$ cat src/rtl/div_unit.sv
// Iterative radix-2 restoring divider (signed/unsigned, 32-bit operands).
// Responds to the execute stage's start/ready handshake and returns {remainder, quotient}.
module div_unit #(
  parameter int WIDTH = 32
) (
  input  logic                 cpu_clk_50M,
  input  logic                 cpu_rst_n,
  input  logic                 div_start_i,
  input  logic                 signed_div_i,
  input  logic [WIDTH-1:0]     div_opdata1_i,
  input  logic [WIDTH-1:0]     div_opdata2_i,
  input  logic                 annul_i,
  output logic                 div_ready_o,
  output logic                 div_busy_o,
  output logic [2*WIDTH-1:0]   divres_o,
  output logic                 div_by_zero_o
);

  localparam logic [1:0] S_FREE    = 2'd0;
  localparam logic [1:0] S_BY_ZERO = 2'd1;
  localparam logic [1:0] S_ON      = 2'd2;
  localparam logic [1:0] S_END     = 2'd3;
  localparam logic [5:0] CNT_LAST  = 6'(WIDTH);

  logic [1:0]         state_q,  state_d;
  logic [5:0]         cnt_q,    cnt_d;
  logic [WIDTH-1:0]   op1_raw_q, op1_raw_d;
  logic [WIDTH-1:0]   op2_mag_q, op2_mag_d;
  logic               q_neg_q,  q_neg_d;
  logic               r_neg_q,  r_neg_d;
  logic [2*WIDTH:0]   shreg_q,  shreg_d;
  logic [2*WIDTH-1:0] divres_q, divres_d;
  logic               ready_q,  ready_d;
  logic               dbz_q,    dbz_d;

  logic [WIDTH-1:0]   op1_mag_s;
  logic [WIDTH-1:0]   op2_mag_s;
  logic [2*WIDTH:0]   shifted_s;
  logic [WIDTH+1:0]   diff_s;
  logic [2*WIDTH:0]   step_s;
  logic [WIDTH-1:0]   quo_fix_s;
  logic [WIDTH-1:0]   rem_fix_s;

  // Operand magnitudes, one restoring step and final sign correction.
  always_comb begin
    op1_mag_s = (signed_div_i && div_opdata1_i[WIDTH-1]) ? ({WIDTH{1'b0}} - div_opdata1_i)
                                                         : div_opdata1_i;
    op2_mag_s = (signed_div_i && div_opdata2_i[WIDTH-1]) ? ({WIDTH{1'b0}} - div_opdata2_i)
                                                         : div_opdata2_i;
    shifted_s = shreg_q << 1;
    diff_s    = {1'b0, shifted_s[2*WIDTH:WIDTH]} - {2'b00, op2_mag_q};
    if (!diff_s[WIDTH+1]) begin
      step_s = {diff_s[WIDTH:0], shifted_s[WIDTH-1:1], 1'b1};
    end else begin
      step_s = {shifted_s[2*WIDTH:1], 1'b0};
    end
    quo_fix_s = q_neg_q ? ({WIDTH{1'b0}} - shreg_q[WIDTH-1:0]) : shreg_q[WIDTH-1:0];
    rem_fix_s = r_neg_q ? ({WIDTH{1'b0}} - shreg_q[2*WIDTH-1:WIDTH])
                        : shreg_q[2*WIDTH-1:WIDTH];
  end

  // State register.
  always_ff @(posedge cpu_clk_50M or negedge cpu_rst_n) begin
    if (!cpu_rst_n) begin
      state_q <= S_FREE;
    end else begin
      state_q <= state_d;
    end
  end

  // Next-state logic; annul overrides every other transition.
  always_comb begin
    state_d = state_q;
    if (annul_i) begin
      state_d = S_FREE;
    end else begin
      case (state_q)
        S_FREE: begin
          if (div_start_i) begin
            state_d = (div_opdata2_i == {WIDTH{1'b0}}) ? S_BY_ZERO : S_ON;
          end else begin
            state_d = S_FREE;
          end
        end
        S_BY_ZERO: state_d = S_END;
        S_ON: begin
          if (cnt_q == CNT_LAST) begin
            state_d = S_END;
          end else begin
            state_d = S_ON;
          end
        end
        S_END: begin
          if (!div_start_i) begin
            state_d = S_FREE;
          end else begin
            state_d = S_END;
          end
        end
        default: state_d = S_FREE;
      endcase
    end
  end

  // Datapath and registered-output next values.
  always_comb begin
    cnt_d     = cnt_q;
    op1_raw_d = op1_raw_q;
    op2_mag_d = op2_mag_q;
    q_neg_d   = q_neg_q;
    r_neg_d   = r_neg_q;
    shreg_d   = shreg_q;
    divres_d  = divres_q;
    ready_d   = ready_q;
    dbz_d     = dbz_q;
    if (annul_i) begin
      divres_d = {2*WIDTH{1'b0}};
      ready_d  = 1'b0;
      dbz_d    = 1'b0;
    end else begin
      case (state_q)
        S_FREE: begin
          if (div_start_i) begin
            op1_raw_d = div_opdata1_i;
            op2_mag_d = op2_mag_s;
            q_neg_d   = signed_div_i && (div_opdata1_i[WIDTH-1] ^ div_opdata2_i[WIDTH-1]);
            r_neg_d   = signed_div_i && div_opdata1_i[WIDTH-1];
            shreg_d   = {{(WIDTH+1){1'b0}}, op1_mag_s};
            cnt_d     = 6'd0;
          end else begin
            cnt_d = cnt_q;
          end
        end
        S_BY_ZERO: begin
          divres_d = {op1_raw_q, {WIDTH{1'b1}}};
          ready_d  = 1'b1;
          dbz_d    = 1'b1;
        end
        S_ON: begin
          if (cnt_q == CNT_LAST) begin
            divres_d = {rem_fix_s, quo_fix_s};
            ready_d  = 1'b1;
            dbz_d    = 1'b0;
          end else begin
            shreg_d = step_s;
            cnt_d   = cnt_q + 6'd1;
          end
        end
        S_END: begin
          if (!div_start_i) begin
            divres_d = {2*WIDTH{1'b0}};
            ready_d  = 1'b0;
            dbz_d    = 1'b0;
          end else begin
            ready_d = ready_q;
          end
        end
        default: begin
          divres_d = {2*WIDTH{1'b0}};
          ready_d  = 1'b0;
          dbz_d    = 1'b0;
        end
      endcase
    end
  end

  // Datapath and output registers.
  always_ff @(posedge cpu_clk_50M or negedge cpu_rst_n) begin
    if (!cpu_rst_n) begin
      cnt_q     <= 6'd0;
      op1_raw_q <= {WIDTH{1'b0}};
      op2_mag_q <= {WIDTH{1'b0}};
      q_neg_q   <= 1'b0;
      r_neg_q   <= 1'b0;
      shreg_q   <= {(2*WIDTH+1){1'b0}};
      divres_q  <= {2*WIDTH{1'b0}};
      ready_q   <= 1'b0;
      dbz_q     <= 1'b0;
    end else begin
      cnt_q     <= cnt_d;
      op1_raw_q <= op1_raw_d;
      op2_mag_q <= op2_mag_d;
      q_neg_q   <= q_neg_d;
      r_neg_q   <= r_neg_d;
      shreg_q   <= shreg_d;
      divres_q  <= divres_d;
      ready_q   <= ready_d;
      dbz_q     <= dbz_d;
    end
  end

  assign div_ready_o   = ready_q;
  assign divres_o      = divres_q;
  assign div_by_zero_o = dbz_q;
  assign div_busy_o    = (state_q != S_FREE);

endmodule

$ cat config.mk
export PLATFORM = sky130hd
export DESIGN_NAME = div_unit
export DESIGN_NICKNAME = d
export VERILOG_FILES = /design/src/rtl/div_unit.sv
export SDC_FILE = /design/constraint.sdc
export NUM_CORES = 1
export LEC_CHECK = 0
export ABC_AREA = 0
export BUFFER_PORTS_ARGS = -buffer_cell sky130_fd_sc_hd__buf_4
export CORE_MARGIN = 2
export CORE_UTILIZATION = 54
export CTS_BUF_LIST = sky130_fd_sc_hd__clkbuf_8
export DETAILED_ROUTE_END_ITERATION = 12
export PLACE_DENSITY = 0.78
export REMOVE_ABC_BUFFERS = 1
export SYNTH_ARGS = -nofsm -noshare
export SYNTH_HDL_FRONTEND = slang
export SYNTH_SLANG_ARGS = --single-unit
$ cat constraint.sdc
create_clock -name cpu_clk_50M -period 4.2 [get_ports cpu_clk_50M]
set_clock_uncertainty 0.1 [all_clocks]
set_input_delay 0.42 -clock cpu_clk_50M [delete_from_list [all_inputs] [get_ports cpu_clk_50M]]
set_output_delay 0.42 -clock cpu_clk_50M [all_outputs]
set_load 0.02 [all_outputs]
==> results.ini, run 1 <==
[clocking]
cts_buffers=38
clockRootBuffer=clkbuf_8
cts_tree=done
clk_latency_ps=550
path_clk_slew_ps=50
cts_setup_buffers=0
max-clock-path-buffers=3
h-tree-depth=2
cts.sinks=204

[place]
placed_area_um2=14300
dpl.hpwl_mm=24.3
port_buffers=135
routabilityCongestion=0.896

[drt]
firstDrtPassIters=6
antenna_left=0
wl_per_cell_um=17.3
vias=11400
vias_per_cell=5.85
drt-initial-drc-count=829
drc=0
drt_wl_total_mm=33.7

[synth]
ys_seq_area_share_pct=39.2
synth_cells=1509
synth_compound_area_share_pct=23.7
synth_mux_area_share_pct=3.14
synthAdderAreaFrac_pct=4.19
synth_edf_count=0
synth.avg_cell_area_um2=8.63
yosys.area_share.simple_pct=16.2
synth-seq-cells=204
netlist.area_leader.share_pct=39.2
synth_ff_type=dfrtp_1
syn-cell-area_um2=13000
ys_warn_count=0
ys_async_sr_fraction_pct=100
synth_top_family_by_area=compound AO/OA/AOI/OAI gates
ys_top_cells_by_area=dfrtp_1 39%, nand2_1 7.1%, o21ai_0 6.3%
synth_xor_area_share_pct=9.22
synth_cell_types=65
yosys.area.top_type=dfrtp_1

[finish]
postLayoutCoreUtil_pct=63.6
register_area_um2=5100
final_nets=1721
diodes=0
design_area_um2=15000
multi_input_area_um2=7390
drive_above_1_share_pct=15.9
final_cell_mix=245 x nand2_1, 204 x dfrtp_1, 163 x o21ai_0, 150 x buf_4, 88 x a21oi_1
syn_to_final_growth_pct=14.9
mostFrequentLayoutCell=nand2_1
nFillCells=2061

[worst_hold_path]
hold_path_depth=2
holdCritPathClass=input port to flip-flop

[setup_path]
critPathKind=flip-flop to flip-flop
cp_max_fo=4
reg2regPathDepth=13
startpoint_type=flip-flop
required_ps=4500
cp-end-kind=flip-flop
arrival_ps=3820

[power]
p_clk_share_pct=24.9
intPower_mw=4.33
sequentialPowerShare_pct=37.9
power.switching_mw=2.75
p_per_area_nw_per_um2=474
sw_frac_of_total_pct=38.9
leakagePower_nw=6.75
vdd_drop_max_mv=0.237
finalPower_mw=7.09
power_frac_comb_pct=37.2

[grt]
grt_pass1_vias=11200
grt_max_degree=115
grt_pass1_wl_mm=56.2
track_usage_pct=26.8
grt_overflow=0
antenna_found_initial=0

[sta]
hold_violations=0
slew_headroom_pct=27.4
fmax_ghz=0.284
setup_violations=0
layout_min_cycle_time_ps=3520
worstMarginPinSlew_ps=1090
rsz0062_at_grt=no
drv_slew=0
post-route-period-util_pct=83.7

[floorplanning]
initial_core_util_pct=55.3
die_w_um=159
ios=136
die_y_um=159
dieArea_um2=25400
rows=56
core_area_um2=23500

[outcome]
status=complete, no violations

[flow_run]
drv_cap=0

## synthesized netlist by cell type (all sizes together), types with 3 or more instances
| library cell | count |
|---|---|
| a2111oi | 4 |
| a211oi | 3 |
| a21o | 18 |
| a21oi | 91 |
| a22o | 31 |
| a22oi | 29 |
| a31oi | 8 |
| and2 | 4 |
| and3 | 7 |
| and4b | 3 |
| buf | 7 |
| clkbuf | 86 |
| dfrtp | 204 |
| ha | 42 |
| inv | 58 |
| mux2 | 31 |
| mux2i | 6 |
| nand2 | 246 |
| nand2b | 8 |
| nand3 | 16 |
| nand3b | 3 |
| nand4 | 9 |
| nor2 | 75 |
| nor2b | 7 |
| nor3 | 24 |
| nor4 | 13 |
| o211ai | 36 |
| o21a | 4 |
| o21ai | 172 |
| o21bai | 5 |
| o221ai | 14 |
| o311ai | 4 |
| o31ai | 38 |
| o41ai | 11 |
| or2 | 4 |
| or3 | 24 |
| or4 | 9 |
| xnor2 | 57 |
| xor2 | 80 |
## cells by family (layout without fill, tap and decap cells)
group,Yosys count,after routing
AO/OA/AOI/OAI,479,479
XOR/XNOR,137,137
adder cells (fa/ha/maj),43,43
buffers and inverters,151,272
flip-flops,204,204
multiplexers,37,37
AND/OR/NAND/NOR,458,458
## critical path, cell delays in order, from the launching register on
cell and delay (ps):
dfrtp_1 350, inv_1 130, ha_1 210, inv_1 60, fa_1 390, a21oi_1 190, nand4b_1 150, a2111oi_0 100
buf_4 160, nor4b_1 580, nor2_1 190, mux2_2 310, nor4_1 290, o221ai_1 140
## final timing paths
| check | start | endpoint | slack [ps] |
|---|---|---|---|
| max reg2reg | shreg_q[31] | shreg_q[62] | 680 |
| min in group asynchronous | cpu_rst_n | op2_mag_q[7] | 470 |
| min | div_opdata1_i[12] | op1_raw_q[12] | 40 |
| max in group asynchronous | cpu_rst_n | op1_raw_q[28] | 2490 |
| max | shreg_q[31] | shreg_q[62] | 680 |
| min reg2reg | divres_o[24] | divres_o[24] | 370 |
## power groups by stage
stage / registers [mW] / logic, mW / clock network [mW]
3_5_place_dp: 2.71 / 2.63 / 0
4_1_cts: 2.68 / 2.65 / 1.80
6_report: 2.69 / 2.64 / 1.76
3_3_place_gp: 2.69 / 2.58 / 0
5_1_grt: 2.74 / 2.96 / 1.89
2_1_floorplan: 2.71 / 1.75 / 0
## metrics by stage
step | worst slack, ps | hold WS, ps | cells | setup TNS [ps]
2_1_floorplan | -2320 | 24.4 | 1416 | -244960
3_3_place_gp | 837 | 360 | 1887 | 0
3_5_place_dp | 767 | 365 | 1887 | 0
4_1_cts | 719 | 21.9 | 1949 | 0
5_1_grt | 460 | 25.7 | 1949 | 0
6_report | 683 | 44.8 | 1949 | 0
## cell type report
cell class                      instances  area share, %
Inverter                               58           1.46
Timing Repair Buffer                  153           7.82
Sequential cell                       204           34.1
Multi-Input combinational cell       1154           49.4
Clock inverter                         17          0.502
Tap cell                              319           2.67
Clock buffer                           44           4.05
## per-layer routing
metal	vias up	global-route usage (%)	part of all wire (%)
met2	356	45.6	48
met4	0	9.63	3.0
met5	-	0	0
met3	76	3.57	5.0
met1	5392	35.1	44
li1	5580	-	-
## registers in the layout, indices dropped and copies added, names as in the netlist
register	cells
op1_raw_q	32
shreg_q	64
div_by_zero_o	1
state_q	2
cnt_q	6
divres_o	64
r_neg_q	1
div_ready_o	1
q_neg_q	1
op2_mag_q	32
## repair_timing
action / CTS / global route
endpoints found under the hold margin: 111 / 0
gates resized for setup: 0 / 0
hold buffers: 1 / 0
No activity file was read; power rests on OpenSTA's default activity.
==> inputs of run 2 (changes only) <==
Settings changed: PLACE_DENSITY 0.78 to 0.81.
Clock period 4.2 ns to 3.1 ns, I/O delays scaled along.
==> results.ini, run 2 (synthesized netlist as in run 1, its figures left out) <==
[setup_path]
worstSetupStartpoint=div_opdata2_i[22]
cp-end-kind=flip-flop
critPathKind=input port to flip-flop
ff2ff_setup_slack_ps=140
r2r-start=op2_mag_q[1]
arrival_ps=3360
reg2regPathDepth=11
cp_max_fo=4
startpoint_type=input port
r2r_end=shreg_q[0]
required_ps=3460

[floorplanning]
rows=56
dieArea_um2=25400
die_y_um=159
die_w_um=159
core_area_um2=23500
ios=136
initial_core_util_pct=55.3

[finish]
final_cell_mix=245 x nand2_1, 210 x buf_4, 204 x dfrtp_1, 163 x o21ai_0, 86 x a21oi_1
mostFrequentLayoutCell=nand2_1
diodes=0
final_nets=1839
design_area_um2=16100
nFillCells=1866
syn_to_final_growth_pct=23.8
drive_above_1_share_pct=18.9

[clocking]
max-clock-path-buffers=3
clk_latency_ps=550
cts_tree=done
h-tree-depth=2
path_clk_slew_ps=60
cts.sinks=204
cts_buffers=38
clockRootBuffer=clkbuf_8

[worst_hold_path]
min_to=op2_mag_q[14]
hold_path_depth=3
worstHoldStart=div_opdata2_i[14]
holdCritPathClass=input port to flip-flop

[power]
vdd_drop_max_mv=0.287
finalPower_mw=10.0
p_per_area_nw_per_um2=622
leakagePower_nw=7.33

[grt]
antenna_found_initial=1
grt_max_degree=103
grt_overflow=0
grt_pass1_vias=11700
grt_pass1_wl_mm=59.1
track_usage_pct=28.1

[drt]
vias_per_cell=5.81
vias=12000
antenna_left=0
drt_wl_total_mm=36.0
drc=0
firstDrtPassIters=6
wl_per_cell_um=17.4
drt-initial-drc-count=688

[sta]
fmax_ghz=0.333
rsz0062_at_grt=yes
post-route-period-util_pct=97.0
hold_violations=0
setup_violations=0
layout_min_cycle_time_ps=3010
drv_slew=0
worstMarginPinSlew_ps=1060
slew_headroom_pct=29.6

[place]
placed_area_um2=14800
port_buffers=135
routabilityCongestion=0.912
dpl.hpwl_mm=25.6

[outcome]
status=complete, no violations

[flow_run]
drv_cap=0

==> run 2: changes by cell type in the layout (fill, tap and decap cells not counted), moves of 2 or more <==
cell	delta
buf_4	+60
nor4b_4	+2
a21oi_2	+2
a2111oi_1	+2
dlygate4sd3_1	+55
a2111oi_0	-3
buf_12	+3
nor4_4	+2
nor4_1	-2
a21oi_1	-2
==> run 2: repair_timing <==
| item | CTS | global route |
|---|---|---|
| setup buffers | 0 | 1 |
| setup endpoints to repair | 1 | 16 |
| hold endpoints to repair | 133 | 0 |
| hold buffers | 56 | 0 |
| gates resized for setup | 3 | 12 |
| pin swaps | 0 | 0 |
==> run 2: worst max-delay path by stage <==
stage                        to  slack (ps)  cells after the start
finish               state_q[0]          90                      9
global route        shreg_q[62]         -30                     13
CTS                 shreg_q[62]          40                     13
detailed placement  shreg_q[62]        -140                     13
global placement    shreg_q[62]          40                     13
floorplan           divres_o[0]       -3420                      7
==> run 2: critical path, cell delays in order <==
cell and delay (ps):
dlygate4sd3_1 540, buf_4 160, or4_1 510, or2_2 360
or4_1 510, nor4_2 350, and4b_1 400, a21oi_1 120
nor2_1 120
==> run 2: layout make-up <==
cell class	count	area, um^2	area share (%)
inverters	58	218	1.35
well taps	319	399	2.48
clock inverters	18	82.6	0.512
flip-flops and latches	204	5100	31.7
multi-input cells	1154	7460	46.3
clock buffers	45	619	3.84
repair buffers	271	2230	13.8
==> run 2: power breakdown <==
part / switching [mW] / internal, mW
logic: 2.29 / 1.72
registers: 0.462 / 3.13
clock network: 1.12 / 1.31
==> run 2: through the flow <==
stage	utilization, %	hold slack [ps]	setup WS [ps]	instances	TNS (ps)
2_1_floorplan	-	-85.6	-3420	1416	-398050
3_3_place_gp	62.7	289	37.0	1949	0
3_5_place_dp	62.7	287	-137	1949	-143
4_1_cts	68.2	1.97	41.5	2068	0
5_1_grt	68.5	30.0	-32.8	2069	-32.8
6_report	68.5	20.2	93.6	2069	0
==> run 2: metal layers <==
layer | GRT usage [%] | wire, um
met1 | 36.0 | 15300
met2 | 48.5 | 17600
met3 | 4.19 | 2000
met4 | 10.1 | 1090
met5 | 0 | 0
